## config.mk

```make
export PLATFORM = sky130hd
export DESIGN_NAME = spi_slave_axis_flat
export DESIGN_NICKNAME = d
export VERILOG_FILES = /design/src/rtl/spi_slave_axis_if.sv /design/src/rtl/spi_slave_axis.sv /design/src/flat_wrapper.sv
export SDC_FILE = /design/constraint.sdc
export NUM_CORES = 1
export LEC_CHECK = 0
export BUFFER_PORTS_ARGS = -buffer_cell sky130_fd_sc_hd__buf_2
export CAP_MARGIN = 20
export CORE_MARGIN = 10
export CORE_UTILIZATION = 52
export DETAILED_ROUTE_END_ITERATION = 16
export PLACE_DENSITY = 0.78
export REMOVE_ABC_BUFFERS = 1
export SYNTH_ARGS = -nofsm -noshare
export SYNTH_HDL_FRONTEND = slang
export SYNTH_SLANG_ARGS = --single-unit
```

## constraint.sdc

```tcl
create_clock -name clk_core -period 2.1 [get_ports clk_core]
set_input_delay 0.21 -clock clk_core [delete_from_list [all_inputs] [get_ports clk_core]]
set_output_delay 0.21 -clock clk_core [all_outputs]
set_load 0.02 [all_outputs]
```

## src/rtl/spi_slave_axis_if.sv

```systemverilog
// Byte-wide AXI-Stream bundle shared by the SPI responder's receive and transmit sides.
// The master modport drives data toward the consumer; the slave modport accepts it.
interface spi_slave_axis_if;
   logic [7:0] tdata;
   logic       tvalid;
   logic       tready;
   logic       tlast;

   modport master (output tdata, output tvalid, output tlast, input tready);
   modport slave  (input tdata, input tvalid, input tlast, output tready);
endinterface

```

## src/rtl/spi_slave_axis.sv

```systemverilog
// SPI mode-0 responder oversampled in clk_core: MOSI bytes to m_axis (tlast on frame end), s_axis bytes to MISO.
// Latency: pin edge to strobe SYNC_STAGES+1 cycles; backpressure drops bytes into stat_overflow_cnt. Macro: SPI_SLAVE_STATS_EN.
module spi_slave_axis #(
   parameter bit         MSB_FIRST   = 1'b0,
   parameter logic [7:0] IDLE_BYTE   = 8'hFF,
   parameter int         SYNC_STAGES = 2
) (
   input  logic                    clk_core,
   input  logic                    clk_core_resn,
   input  logic                    spi_clk,
   input  logic                    spi_csn,
   input  logic                    spi_mosi,
   output logic                    spi_miso,
   output logic                    spi_miso_oe,
   spi_slave_axis_if.master        m_axis,
   spi_slave_axis_if.slave         s_axis,
   output logic                    busy,
   output logic [15:0]             stat_overflow_cnt,
   output logic [15:0]             stat_underrun_cnt
);
   localparam int S = SYNC_STAGES;

   typedef enum logic {IDLE, SHIFT} state_t;
   state_t state_q, state_d;

   logic [S:0]   sclk_sync_q, csn_sync_q;
   logic [S-1:0] mosi_sync_q;
   logic         sclk_rise, sclk_fall, csn_fall, csn_rise, mosi_s;

   logic [7:0] rx_shift_q, rx_shift_d, pend_q, pend_d, out_dat_q, out_dat_d;
   logic [7:0] hold_q, hold_d, tx_shift_q, tx_shift_d, push_dat;
   logic [2:0] bit_cnt_q, bit_cnt_d;
   logic       pend_vld_q, pend_vld_d, out_vld_q, out_vld_d, out_last_q, out_last_d;
   logic       hold_vld_q, hold_vld_d, tx_idle_q, tx_idle_d, tx_first_q, tx_first_d;
   logic       slot_end_q, slot_end_d, miso_q, miso_d;
   logic       push_vld, push_last, slot_start, ovf_inc, und_inc;
   logic       unused_tlast;

   assign unused_tlast = s_axis.tlast;

   // Synchronisers clear to 0 so a reset released mid-frame never fakes a CSn fall.
   always_ff @(posedge clk_core or negedge clk_core_resn) begin
      if (!clk_core_resn) begin
         sclk_sync_q <= '0;
         csn_sync_q  <= '0;
         mosi_sync_q <= '0;
      end else begin
         sclk_sync_q <= {sclk_sync_q[S-1:0], spi_clk};
         csn_sync_q  <= {csn_sync_q[S-1:0], spi_csn};
         mosi_sync_q <= {mosi_sync_q[S-2:0], spi_mosi};
      end
   end

   assign sclk_rise = sclk_sync_q[S-1] & ~sclk_sync_q[S];
   assign sclk_fall = ~sclk_sync_q[S-1] & sclk_sync_q[S];
   assign csn_fall  = ~csn_sync_q[S-1] & csn_sync_q[S];
   assign csn_rise  = csn_sync_q[S-1] & ~csn_sync_q[S];
   assign mosi_s    = mosi_sync_q[S-1];

   always_comb begin
      state_d    = state_q;
      rx_shift_d = rx_shift_q;
      bit_cnt_d  = bit_cnt_q;
      pend_d     = pend_q;
      pend_vld_d = pend_vld_q;
      out_dat_d  = out_dat_q;
      out_vld_d  = out_vld_q;
      out_last_d = out_last_q;
      hold_d     = hold_q;
      hold_vld_d = hold_vld_q;
      tx_shift_d = tx_shift_q;
      tx_idle_d  = tx_idle_q;
      tx_first_d = tx_first_q;
      slot_end_d = slot_end_q;
      push_vld   = 1'b0;
      push_last  = 1'b0;
      push_dat   = pend_q;
      slot_start = 1'b0;
      ovf_inc    = 1'b0;
      und_inc    = 1'b0;

      case (state_q)
         IDLE: begin
            if (csn_fall) begin
               state_d    = SHIFT;
               slot_start = 1'b1;
            end
         end
         SHIFT: begin
            if (csn_rise) begin
               state_d    = IDLE;
               bit_cnt_d  = '0;
               rx_shift_d = '0;
               slot_end_d = 1'b0;
               tx_first_d = 1'b0;
               pend_vld_d = 1'b0;
               push_vld   = pend_vld_q;
               push_last  = 1'b1;
            end else if (sclk_rise) begin
               rx_shift_d = MSB_FIRST ? {rx_shift_q[6:0], mosi_s} : {mosi_s, rx_shift_q[7:1]};
               bit_cnt_d  = bit_cnt_q + 3'd1;
               if (tx_first_q) begin
                  tx_first_d = 1'b0;
                  und_inc    = tx_idle_q;
               end
               if (bit_cnt_q == 3'd7) begin
                  slot_end_d = 1'b1;
                  pend_d     = rx_shift_d;
                  pend_vld_d = 1'b1;
                  push_vld   = pend_vld_q;
               end
            end else if (sclk_fall) begin
               if (slot_end_q) begin
                  slot_start = 1'b1;
                  slot_end_d = 1'b0;
               end else begin
                  tx_shift_d = MSB_FIRST ? {tx_shift_q[6:0], 1'b0} : {1'b0, tx_shift_q[7:1]};
               end
            end
         end
         default: state_d = IDLE;
      endcase

      if (slot_start) begin
         tx_first_d = 1'b1;
         if (hold_vld_q) begin
            tx_shift_d = hold_q;
            hold_vld_d = 1'b0;
            tx_idle_d  = 1'b0;
         end else begin
            tx_shift_d = IDLE_BYTE;
            tx_idle_d  = 1'b1;
         end
      end

      if (!hold_vld_q && s_axis.tvalid) begin
         hold_d     = s_axis.tdata;
         hold_vld_d = 1'b1;
      end

      // The output register takes a push only if empty or draining this very cycle.
      if (push_vld) begin
         if (!out_vld_q || m_axis.tready) begin
            out_dat_d  = push_dat;
            out_last_d = push_last;
            out_vld_d  = 1'b1;
         end else begin
            ovf_inc = 1'b1;
         end
      end else if (out_vld_q && m_axis.tready) begin
         out_vld_d = 1'b0;
      end

      miso_d = (state_d == SHIFT) && (MSB_FIRST ? tx_shift_d[7] : tx_shift_d[0]);
   end

   always_ff @(posedge clk_core or negedge clk_core_resn) begin
      if (!clk_core_resn) begin
         state_q    <= IDLE;
         rx_shift_q <= '0;
         bit_cnt_q  <= '0;
         pend_q     <= '0;
         pend_vld_q <= 1'b0;
         out_dat_q  <= '0;
         out_vld_q  <= 1'b0;
         out_last_q <= 1'b0;
         hold_q     <= '0;
         hold_vld_q <= 1'b0;
         tx_shift_q <= '0;
         tx_idle_q  <= 1'b0;
         tx_first_q <= 1'b0;
         slot_end_q <= 1'b0;
         miso_q     <= 1'b0;
      end else begin
         state_q    <= state_d;
         rx_shift_q <= rx_shift_d;
         bit_cnt_q  <= bit_cnt_d;
         pend_q     <= pend_d;
         pend_vld_q <= pend_vld_d;
         out_dat_q  <= out_dat_d;
         out_vld_q  <= out_vld_d;
         out_last_q <= out_last_d;
         hold_q     <= hold_d;
         hold_vld_q <= hold_vld_d;
         tx_shift_q <= tx_shift_d;
         tx_idle_q  <= tx_idle_d;
         tx_first_q <= tx_first_d;
         slot_end_q <= slot_end_d;
         miso_q     <= miso_d;
      end
   end

   assign spi_miso      = miso_q;
   assign spi_miso_oe   = (state_q == SHIFT);
   assign busy          = (state_q == SHIFT);
   assign m_axis.tdata  = out_dat_q;
   assign m_axis.tvalid = out_vld_q;
   assign m_axis.tlast  = out_last_q;
   assign s_axis.tready = ~hold_vld_q;

`ifdef SPI_SLAVE_STATS_EN
   logic [15:0] ovf_cnt_q, und_cnt_q;

   always_ff @(posedge clk_core or negedge clk_core_resn) begin
      if (!clk_core_resn) begin
         ovf_cnt_q <= '0;
         und_cnt_q <= '0;
      end else begin
         if (ovf_inc && (ovf_cnt_q != 16'hFFFF)) ovf_cnt_q <= ovf_cnt_q + 16'd1;
         if (und_inc && (und_cnt_q != 16'hFFFF)) und_cnt_q <= und_cnt_q + 16'd1;
      end
   end

   assign stat_overflow_cnt = ovf_cnt_q;
   assign stat_underrun_cnt = und_cnt_q;
`else
   logic unused_stats;
   assign unused_stats      = ovf_inc | und_inc;
   assign stat_overflow_cnt = 16'h0000;
   assign stat_underrun_cnt = 16'h0000;
`endif
endmodule

```

## src/flat_wrapper.sv

```systemverilog
// flat-port wrapper written by rule: the top's interface ports become plain ports
module spi_slave_axis_flat 
#(
   parameter bit         MSB_FIRST   = 1'b0,
   parameter logic [7:0] IDLE_BYTE   = 8'hFF,
   parameter int         SYNC_STAGES = 2
)
  (clk_core, clk_core_resn, spi_clk, spi_csn, spi_mosi, spi_miso, spi_miso_oe, busy, stat_overflow_cnt, stat_underrun_cnt, m_axis_tdata, m_axis_tvalid, m_axis_tlast, m_axis_tready, s_axis_tdata, s_axis_tvalid, s_axis_tlast, s_axis_tready);
  spi_slave_axis_if m_axis_i ();
  spi_slave_axis_if s_axis_i ();
  input  logic clk_core;
  input  logic clk_core_resn;
  input  logic spi_clk;
  input  logic spi_csn;
  input  logic spi_mosi;
  output logic spi_miso;
  output logic spi_miso_oe;
  output logic busy;
  output logic [15:0] stat_overflow_cnt;
  output logic [15:0] stat_underrun_cnt;
  output wire logic [$bits(m_axis_i.tdata)-1:0] m_axis_tdata;
  output wire logic [$bits(m_axis_i.tvalid)-1:0] m_axis_tvalid;
  output wire logic [$bits(m_axis_i.tlast)-1:0] m_axis_tlast;
  input wire logic [$bits(m_axis_i.tready)-1:0] m_axis_tready;
  input wire logic [$bits(s_axis_i.tdata)-1:0] s_axis_tdata;
  input wire logic [$bits(s_axis_i.tvalid)-1:0] s_axis_tvalid;
  input wire logic [$bits(s_axis_i.tlast)-1:0] s_axis_tlast;
  output wire logic [$bits(s_axis_i.tready)-1:0] s_axis_tready;
  assign m_axis_tdata = m_axis_i.tdata;
  assign m_axis_tvalid = m_axis_i.tvalid;
  assign m_axis_tlast = m_axis_i.tlast;
  assign m_axis_i.tready = m_axis_tready;
  assign s_axis_i.tdata = s_axis_tdata;
  assign s_axis_i.tvalid = s_axis_tvalid;
  assign s_axis_i.tlast = s_axis_tlast;
  assign s_axis_tready = s_axis_i.tready;
  spi_slave_axis #(.MSB_FIRST(MSB_FIRST), .IDLE_BYTE(IDLE_BYTE), .SYNC_STAGES(SYNC_STAGES)) u_core (.clk_core(clk_core), .clk_core_resn(clk_core_resn), .spi_clk(spi_clk), .spi_csn(spi_csn), .spi_mosi(spi_mosi), .spi_miso(spi_miso), .spi_miso_oe(spi_miso_oe), .m_axis(m_axis_i), .s_axis(s_axis_i), .busy(busy), .stat_overflow_cnt(stat_overflow_cnt), .stat_underrun_cnt(stat_underrun_cnt));
endmodule
```

### After elaboration in Yosys (flattened, before gate mapping)

Index checks and enable logic that the tools add are counted.

* $add $sub $neg: 1
* mux-type cells: 36
* bitwise logic cells: 11
* reduce and logical (&&, ||, !) cells: 20
* equal/unequal tests: 6

Operators by type and width (number)
* 8-bit two-way mux: 9
* 1-bit two-way mux: 23
* 2-bit nonzero test: 6
* 2-bit != test, second input constant: 4
* 1-bit inverter: 7
* 3-bit two-way mux: 2
* 2-bit AND reduction: 3
* 3-bit AND reduction: 2
* 5-bit AND reduction: 1
* 1-bit bitwise AND: 4
* 1-bit one-hot mux with 2 select lines: 2
* 4-bit AND reduction: 1
* 3-bit by 1-bit adder with 3-bit output, second input constant: 1
* 3-bit == test, second input constant: 1
* 1-bit logical AND: 3
* 3-bit != test, second input constant: 1
* 3-bit nonzero test: 1
* 1-bit zero test: 2
* 1-bit logical OR: 1

* output and inout port bits: 46
* word-level logic and storage cells: 91
* bits of input ports: 16
* bits in registers: 58

### Longest topological paths before layout

Gate-level depths: netlist of the first run.

* word-level depth: 8
* depth in mapped cells: 6

### Worst setup path after synthesis of the first run

Ideal clock, no wire load.

* path type: register -> register
* start: register u_core.bit_cnt_q[0]
* end: register u_core.out_dat_q[0], in the netlist u_core.m_axis.tdata[0]
* clock period less this slack: 1.738 ns
* arrival time: 1.614 ns
* slack: 0.362 ns
* stages on the path, launching flop included: 6
* buffers on the path: 0
* cell sequence: dfrtp_1 ha_1 ha_1 and3b_1 o2111ai_4 mux2_2

* longest elaborated chain between the ends: 6

Ends and longest elaborated chain
* start, declared: line spi_slave_axis.sv:32 `logic [2:0] bit_cnt_q, bit_cnt_d;`
* start signal, assigned: line spi_slave_axis.sv:177 `bit_cnt_q <= bit_cnt_d;`
* 3-bit == test: line spi_slave_axis.sv:106 `if (bit_cnt_q == 3'd7) begin`
* 1-bit two-way mux: line spi_slave_axis.sv:106
* 1-bit two-way mux: line spi_slave_axis.sv:99 `end else if (sclk_rise) begin`
* 1-bit two-way mux: line spi_slave_axis.sv:90 `if (csn_rise) begin`
* 1-bit two-way mux: line spi_slave_axis.sv:82 `case (state_q)`
* 2-bit AND reduction (no source line)
* end signal, assigned: line spi_slave_axis.sv:180 `out_dat_q <= out_dat_d;`
* end, declared: line spi_slave_axis.sv:30 `logic [7:0] rx_shift_q, rx_shift_d, pend_q, pend_d, out_dat_q, out_dat_d;`

No other way between the ends.
A chain may end at the register's enable or synchronous reset.

### Worst setup path after layout of the first run

* start: register u_core.bit_cnt_q[0]
* end: register u_core.out_dat_q[5], in the netlist u_core.m_axis.tdata[5]

Same word-level chain as after synthesis.

==> metrics.csv, run 1 <==
metric,value,unit
CTS Sinks,57,
Yosys top cell area share,57.0,%
MaxCap Viol Count,0,
fin crit share,90.1,%
Residual DRC,0,
Synth Warn #,0,
sequential element share of the synthesized area,57.0,%
initial antenna violation count,0,
post-synthesis register bit count,57,
Final Wtd Congestion,0.857,
Root Buffer Master,clkbuf_8,
placed inst area,2610,um2
max frequency,528,MHz
Max clock buf depth,2,
setup TNS,0,ns
Post-synth EDFFs,0,
Bufs and invs on worst path,0,
Worst Hold Launch,s_axis_tdata[0],
htree depth,3,
Avg Inst Size Synth,12.5,um2
dominant synthesized flop cell,dfrtp_1,
post-CTS sizing,0,
most frequent cells after synthesis,"dfrtp_1 (57), buf_4 (34), mux2_2 (25)",
Worst path slowest cell,o2111ai_4,
via count,1533,
"slowest stage delay, CP",0.39,ns
cell with the most instances after synthesis,dfrtp_1,
final WL,4560,um
cell taking the most area after synthesis,dfrtp_1,
GR peak layer,met2,
detailed-router iteration count before antenna repair,4,
Post-Syn Area,2500,um2
RSZ-0062 raised after global routing,false,
fin. max-slew vios,0,
Worst setup startpoint,u_core.bit_cnt_q[0],
Routed WL per cell,15.1,um
All-Layer GR Usage,12.0,%
CP most frequent cell,ha_1,
FILL cells,383,
path type of the worst min-delay path,in2reg,
final instance area,2860,um2
Setup crit end kind,register,
grt ovf,0,
crit path time final,1.89,ns
Chip Width,89.4,um
Routed Antenna Nets,0,
peak supply drop,0.694,mV
Initial Utilization,53.4,%
vias per cell,5.08,
first-pass GRT wire length,7240,um
core area,4690,um2
layout cells sized above 1,31.5,%
clk slew on worst S/H paths,0.07,ns
measured slew at the worst slew-check pin,0.585,ns
status,finished clean,
io pins,62,
antenna diode count,0,
number of I/O port buffers,28,
DP HPWL,3320,um
synthesis-to-layout area growth,14.2,%
Final Power,3.04,mW
TritonCTS buffer count,9,
CP Cell Sequence,ha_1 -> ha_1 -> and3b_1 -> o2111ai_4 -> mux2_2,
dpl cells,282,
GR Layer Usage met2,19.1,%
GRT met1 Usage,13.6,%
Hold Path Depth,2,
critical path required time,2.31,ns
"Setup violations, final",0,
Final Skew,0.0108,ns
worst reg2reg path depth,5,
grt met3 use,6.47,%
initial DRC count,89,
ys async rst share,100,%
headroom to the max-slew limit,60.8,%
Clock Latency Late Sink,0.33,ns
nature of the critical path startpoint,register,
vias in the first global route,1510,
Gate Count Post-Synth,200,
largest net degree at the start of global routing,27,
die area,7990,um2
Crit Path Category,reg2reg,
worst reg2reg setup slack,0.21,ns
Unique masters post-synth,33,
"Hold Violations, Final",0,
number of cells on the critical path,5,
# rows,25,
Final Net Count,261,
"Arr. time, crit path",2.10,ns
"CP delay by family, top",adder cells,
Layout Cells excl Fill,302,
Die Span Y,89.4,um
CTS tree,done,
CP max FO,10,
Area contributors post-synth,"dfrtp_1 (57%), mux2_2 (11%), buf_4 (10%), a22o_1 (3.1%), o21ai_0 (1.8%)",
r2r startpoint,u_core.bit_cnt_q[0],
PD cells,1060,nW/um2
LEAKAGE,1.45,nW
what timing repair did:
action,CTS,global route
hold endpoints to repair,27,0
hold buffers,4,0
setup buffers,0,0
placed cells by master (no fill, tap or decap), types with 3 or more instances in the layout:
cell type      count
a21boi_0           4
a22o_1             9
a31oi_1            3
buf_2             28
buf_4              7
clkbuf_8           9
conb_1            32
dfrtp_1           57
dlygate4sd3_1      4
inv_1              4
mux2_2            25
nand2_1           10
nand2b_1           3
nor2_1             7
nor2b_1            5
o21ai_0            9
o22ai_1            5
worst reg2reg max path, delay by kind of cell, from the launching register on:
| family | cells | cell delay (ns) |
|---|---|---|
| flip-flops | 1 | 0.38 |
| multiplexers | 1 | 0.38 |
| adder cells (fa/ha/maj) | 2 | 0.40 |
| AND/OR/NAND/NOR | 1 | 0.21 |
| AO/OA/AOI/OAI | 1 | 0.39 |
stage by stage:
stage / hold slack, ns / worst slack, ns / util (%)
final: 0.110 / 0.207 / 61.0
after global routing: 0.0931 / 0.138 / 61.0
after CTS: 0.0994 / 0.192 / 61.0
after detailed placement: 0.239 / 0.206 / 55.6
after global placement: 0.228 / 0.241 / 55.6
after floorplan: -0.0856 / 0.285 / -
metal layers:
layer | wire, um | vias to the layer above
met5 | 0 | -
met4 | 56 | 0
met1 | 1960 | 746
met2 | 2170 | 60
li1 | - | 719
met3 | 371 | 8
flip-flops by register name, indices dropped and copies added (netlist names):
| name | count |
|---|---|
| u_core.slot_end_q | 1 |
| u_core.spi_miso | 1 |
| u_core.busy | 1 |
| u_core.rx_shift_q | 7 |
| u_core.hold_q | 8 |
| u_core.m_axis.tvalid | 1 |
| u_core.csn_sync_q | 3 |
| u_core.mosi_sync_q | 2 |
| u_core.pend_vld_q | 1 |
| u_core.sclk_sync_q | 3 |
| u_core.m_axis.tlast | 1 |
| u_core.m_axis.tdata | 8 |
| u_core.tx_shift_q | 8 |
| u_core.pend_q | 8 |
| u_core.bit_cnt_q | 3 |
| u_core.hold_vld_q | 1 |
area by class of cell:
cell class	instances	area [um2]	share of cell area, %
timing repair buffer	39	233	8.14
sequential	57	1430	49.9
clock inverter	5	80.1	2.80
clock buffer	11	131	4.59
tap	54	67.6	2.36
multi-input combinational	132	907	31.7
inverter	4	15.0	0.525
power by group:
part,internal [mW],switching [mW]
Clock,0.666,0.420
Combinational,0.241,0.293
Sequential,1.29,0.124
Total,2.20,0.836
final timing paths:
kind,endpoint
max,u_core.m_axis.tdata[5]
min,u_core.hold_q[0]
max reg2reg,u_core.m_axis.tdata[5]
min reg2reg,u_core.sclk_sync_q[1]
max in group asynchronous,u_core.mosi_sync_q[1]
min in group asynchronous,u_core.hold_q[0]
cells by family after synthesis:
| kind of cell | Yosys count | share of synthesized area, % |
|---|---|---|
| DFF | 57 | 57.0 |
| buffers and inverters | 42 | 11.4 |
| AOI/OAI and AO/OA | 41 | 12.4 |
| and+or+nand+nor | 31 | 6.35 |
| muxes | 26 | 11.6 |
| adders and majority gates | 2 | 0.999 |
| other | 1 | 0.150 |
Power figures use the tool's default switching activity.
==> run 2, diff against run 1 <==
--- a/config.mk
+++ b/config.mk
@@ -5,12 +5,13 @@
 export SDC_FILE = /design/constraint.sdc
 export NUM_CORES = 1
 export LEC_CHECK = 0
+export ABC_AREA = 1
 export BUFFER_PORTS_ARGS = -buffer_cell sky130_fd_sc_hd__buf_2
 export CAP_MARGIN = 20
 export CORE_MARGIN = 10
-export CORE_UTILIZATION = 52
+export CORE_UTILIZATION = 53
 export DETAILED_ROUTE_END_ITERATION = 16
-export PLACE_DENSITY = 0.78
+export PLACE_DENSITY = 0.79
 export REMOVE_ABC_BUFFERS = 1
 export SYNTH_ARGS = -nofsm -noshare
 export SYNTH_HDL_FRONTEND = slang
==> run 2 against run 1 <==
Against the previous run: die area up 0.44%; wire length down 2.7%; combinational power down 13%; sequential power down 4%; cell area up 1.1%; clock-buffer cell count up 2; clock skew down 0.0076 ns; setup slack better by 0.26 ns; synthesized cell count up 27%; non-clock buffer count down 5; total power down 7.9%; largest cell class unchanged.
==> metrics.csv, run 2 <==
metric,value,unit
htree depth,3,
max frequency,612,MHz
"slowest stage delay, CP",0.38,ns
via count,1666,
Gate Count Post-Synth,253,
Unique masters post-synth,26,
Max clock buf depth,2,
CTS Sinks,57,
Gate power share,16.5,%
Final Skew,0.00321,ns
antenna diode count,0,
peak supply drop,0.765,mV
DP HPWL,3300,um
grt ovf,0,
crit path time final,1.63,ns
ys async rst share,100,%
"commonest cells after routing, fill and taps aside","nand2_1 (68), dfrtp_1 (57), conb_1 (32), buf_2 (28), inv_1 (19)",
dominant synthesized flop cell,dfrtp_1,
RSZ-0062 raised after global routing,false,
vias in the first global route,1716,
Yosys top cell area share,55.6,%
TritonCTS buffer count,9,
Layout Cells excl Fill,367,
layout cells sized above 1,26.0,%
cell taking the most area after synthesis,dfrtp_1,
vias per cell,4.54,
Post-Syn Area,2570,um2
Final Net Count,313,
initial antenna violation count,0,
net switching power,0.769,mW
nature of the critical path startpoint,register,
critical path required time,2.31,ns
LEAKAGE,1.55,nW
io pins,62,
detailed-router iteration count before antenna repair,4,
fin. max-slew vios,0,
fin crit share,77.8,%
CP Cell Sequence,ha_1 -> ha_1 -> inv_1 -> nand2_1 -> a21boi_2 -> nand3_2 -> nand2_1 -> nand2_1,
FILL cells,425,
largest net degree at the start of global routing,23,
Root Buffer Master,clkbuf_8,
Post-synth EDFFs,0,
Routed WL per cell,12.1,um
Crit Path Category,reg2reg,
sw frac,27.5,%
initial DRC count,50,
most frequent cells after synthesis,"nand2_1 (68), dfrtp_1 (57), buf_4 (33)",
die area,8030,um2
"most common cell after layout, fill and taps aside",nand2_1,
All-Layer GR Usage,12.1,%
CTS tree,done,
Clock power frac,34.5,%
synthesis-to-layout area growth,12.7,%
# rows,25,
hold slack,0.119,ns
Worst path slowest cell,dfrtp_1,
Initial Utilization,54.3,%
post-synthesis register bit count,57,
first-pass GRT wire length,7490,um
Residual DRC,0,
Routed Antenna Nets,0,
Synth Warn #,0,
CP most frequent cell,nand2_1,
Chip Width,89.6,um
status,finished clean,
sequential power share,49.0,%
setup TNS,0,ns
Post CTS Setup Buffer Count,0,
clk slew on worst S/H paths,0.06,ns
cell with the most instances after synthesis,nand2_1,
Int Power,2.03,mW
MaxCap Viol Count,0,
"Hold Violations, Final",0,
sequential element share of the synthesized area,55.6,%
core area,4720,um2
Area contributors post-synth,"dfrtp_1 (56%), nand2_1 (9.9%), buf_4 (9.7%), mux2_2 (3.5%), inv_1 (2.8%)",
"Arr. time, crit path",1.85,ns
Avg Inst Size Synth,10.1,um2
dpl cells,347,
final WL,4440,um
"Setup violations, final",0,
Setup crit end kind,register,
PD cells,968,nW/um2
Final Wtd Congestion,0.722,
CP max FO,9,
path type of the worst min-delay path,in2reg,
Die Span Y,89.6,um
Clock Latency Late Sink,0.32,ns
number of I/O port buffers,28,
[run 2: kinds of logic (layout without fill, tap and decap cells)]
kind of cell	Yosys count	after routing	synth area share (%)
AND/OR/NAND/NOR	97	97	17.6
buffers and inverters	59	75	13.8
flip-flops	57	57	55.6
AO/OA/AOI/OAI	29	29	8.43
multiplexers	8	8	3.51
adder cells (fa/ha/maj)	2	2	0.975
other	1	32	0.146
[run 2: routing by layer]
metal	track usage [%]	wire length [um]
met2	20.5	2290
met1	13.1	1790
met5	0	0
met3	5.51	321
met4	4.48	36
[run 2: worst paths after layout]
path,start,end,slack (ns),cells past startpoint
setup / recovery,u_core.bit_cnt_q[0],u_core.m_axis.tdata[2],0.47,8
hold / removal,s_axis_tdata[0],u_core.hold_q[0],0.12,2
setup reg to reg,u_core.bit_cnt_q[0],u_core.m_axis.tdata[2],0.47,8
hold reg to reg,u_core.mosi_sync_q[0],u_core.mosi_sync_q[1],0.35,0
max in group asynchronous,clk_core_resn,u_core.rx_shift_q[4],1.13,3
min in group asynchronous,clk_core_resn,u_core.m_axis.tdata[7],0.34,2
[run 2: power groups by stage]
| stage | Clock [mW] | Sequential [mW] | Combinational [mW] |
|---|---|---|---|
| after global placement | 0 | 1.37 | 0.439 |
| after floorplan | 0 | 1.37 | 0.341 |
| after detailed placement | 0 | 1.38 | 0.463 |
| after CTS | 0.998 | 1.37 | 0.470 |
| final | 0.965 | 1.37 | 0.463 |
| after global routing | 1.05 | 1.39 | 0.528 |
[run 2: worst max-delay path, delay by kind of cell (launching register included)]
family                     cells  cell delay [ns]
AOI/OAI and AO/OA              1             0.22
buffers and inverters          1             0.08
adders and majority gates      2             0.38
and+or+nand+nor                4             0.46
DFF                            1             0.38
[run 2: repair_timing]
item,4_1_cts,5_1_grt
resized for setup,0,0
hold buffers,4,0
hold endpoints to repair,20,0
[run 2: final cells by class]
class / instances / area [um2] / area share [%]
clock buffer: 13 / 149 / 5.15
clock inverter: 3 / 40.0 / 1.38
inverter: 25 / 95.1 / 3.29
multi-input combinational: 168 / 902 / 31.2
sequential: 57 / 1430 / 49.3
tap: 67 / 83.8 / 2.90
timing repair buffer: 34 / 195 / 6.75
[run 2: per-stage QoR]
step	setup slack, ns	cell area, um2	total power, mW	utilization (%)
after global routing	0.274	2890	2.96	61.2
after global placement	0.539	2660	1.81	56.4
final	0.465	2890	2.80	61.2
after floorplan	0.643	2420	1.71	-
after CTS	0.451	2890	2.84	61.2
after detailed placement	0.466	2660	1.85	56.4
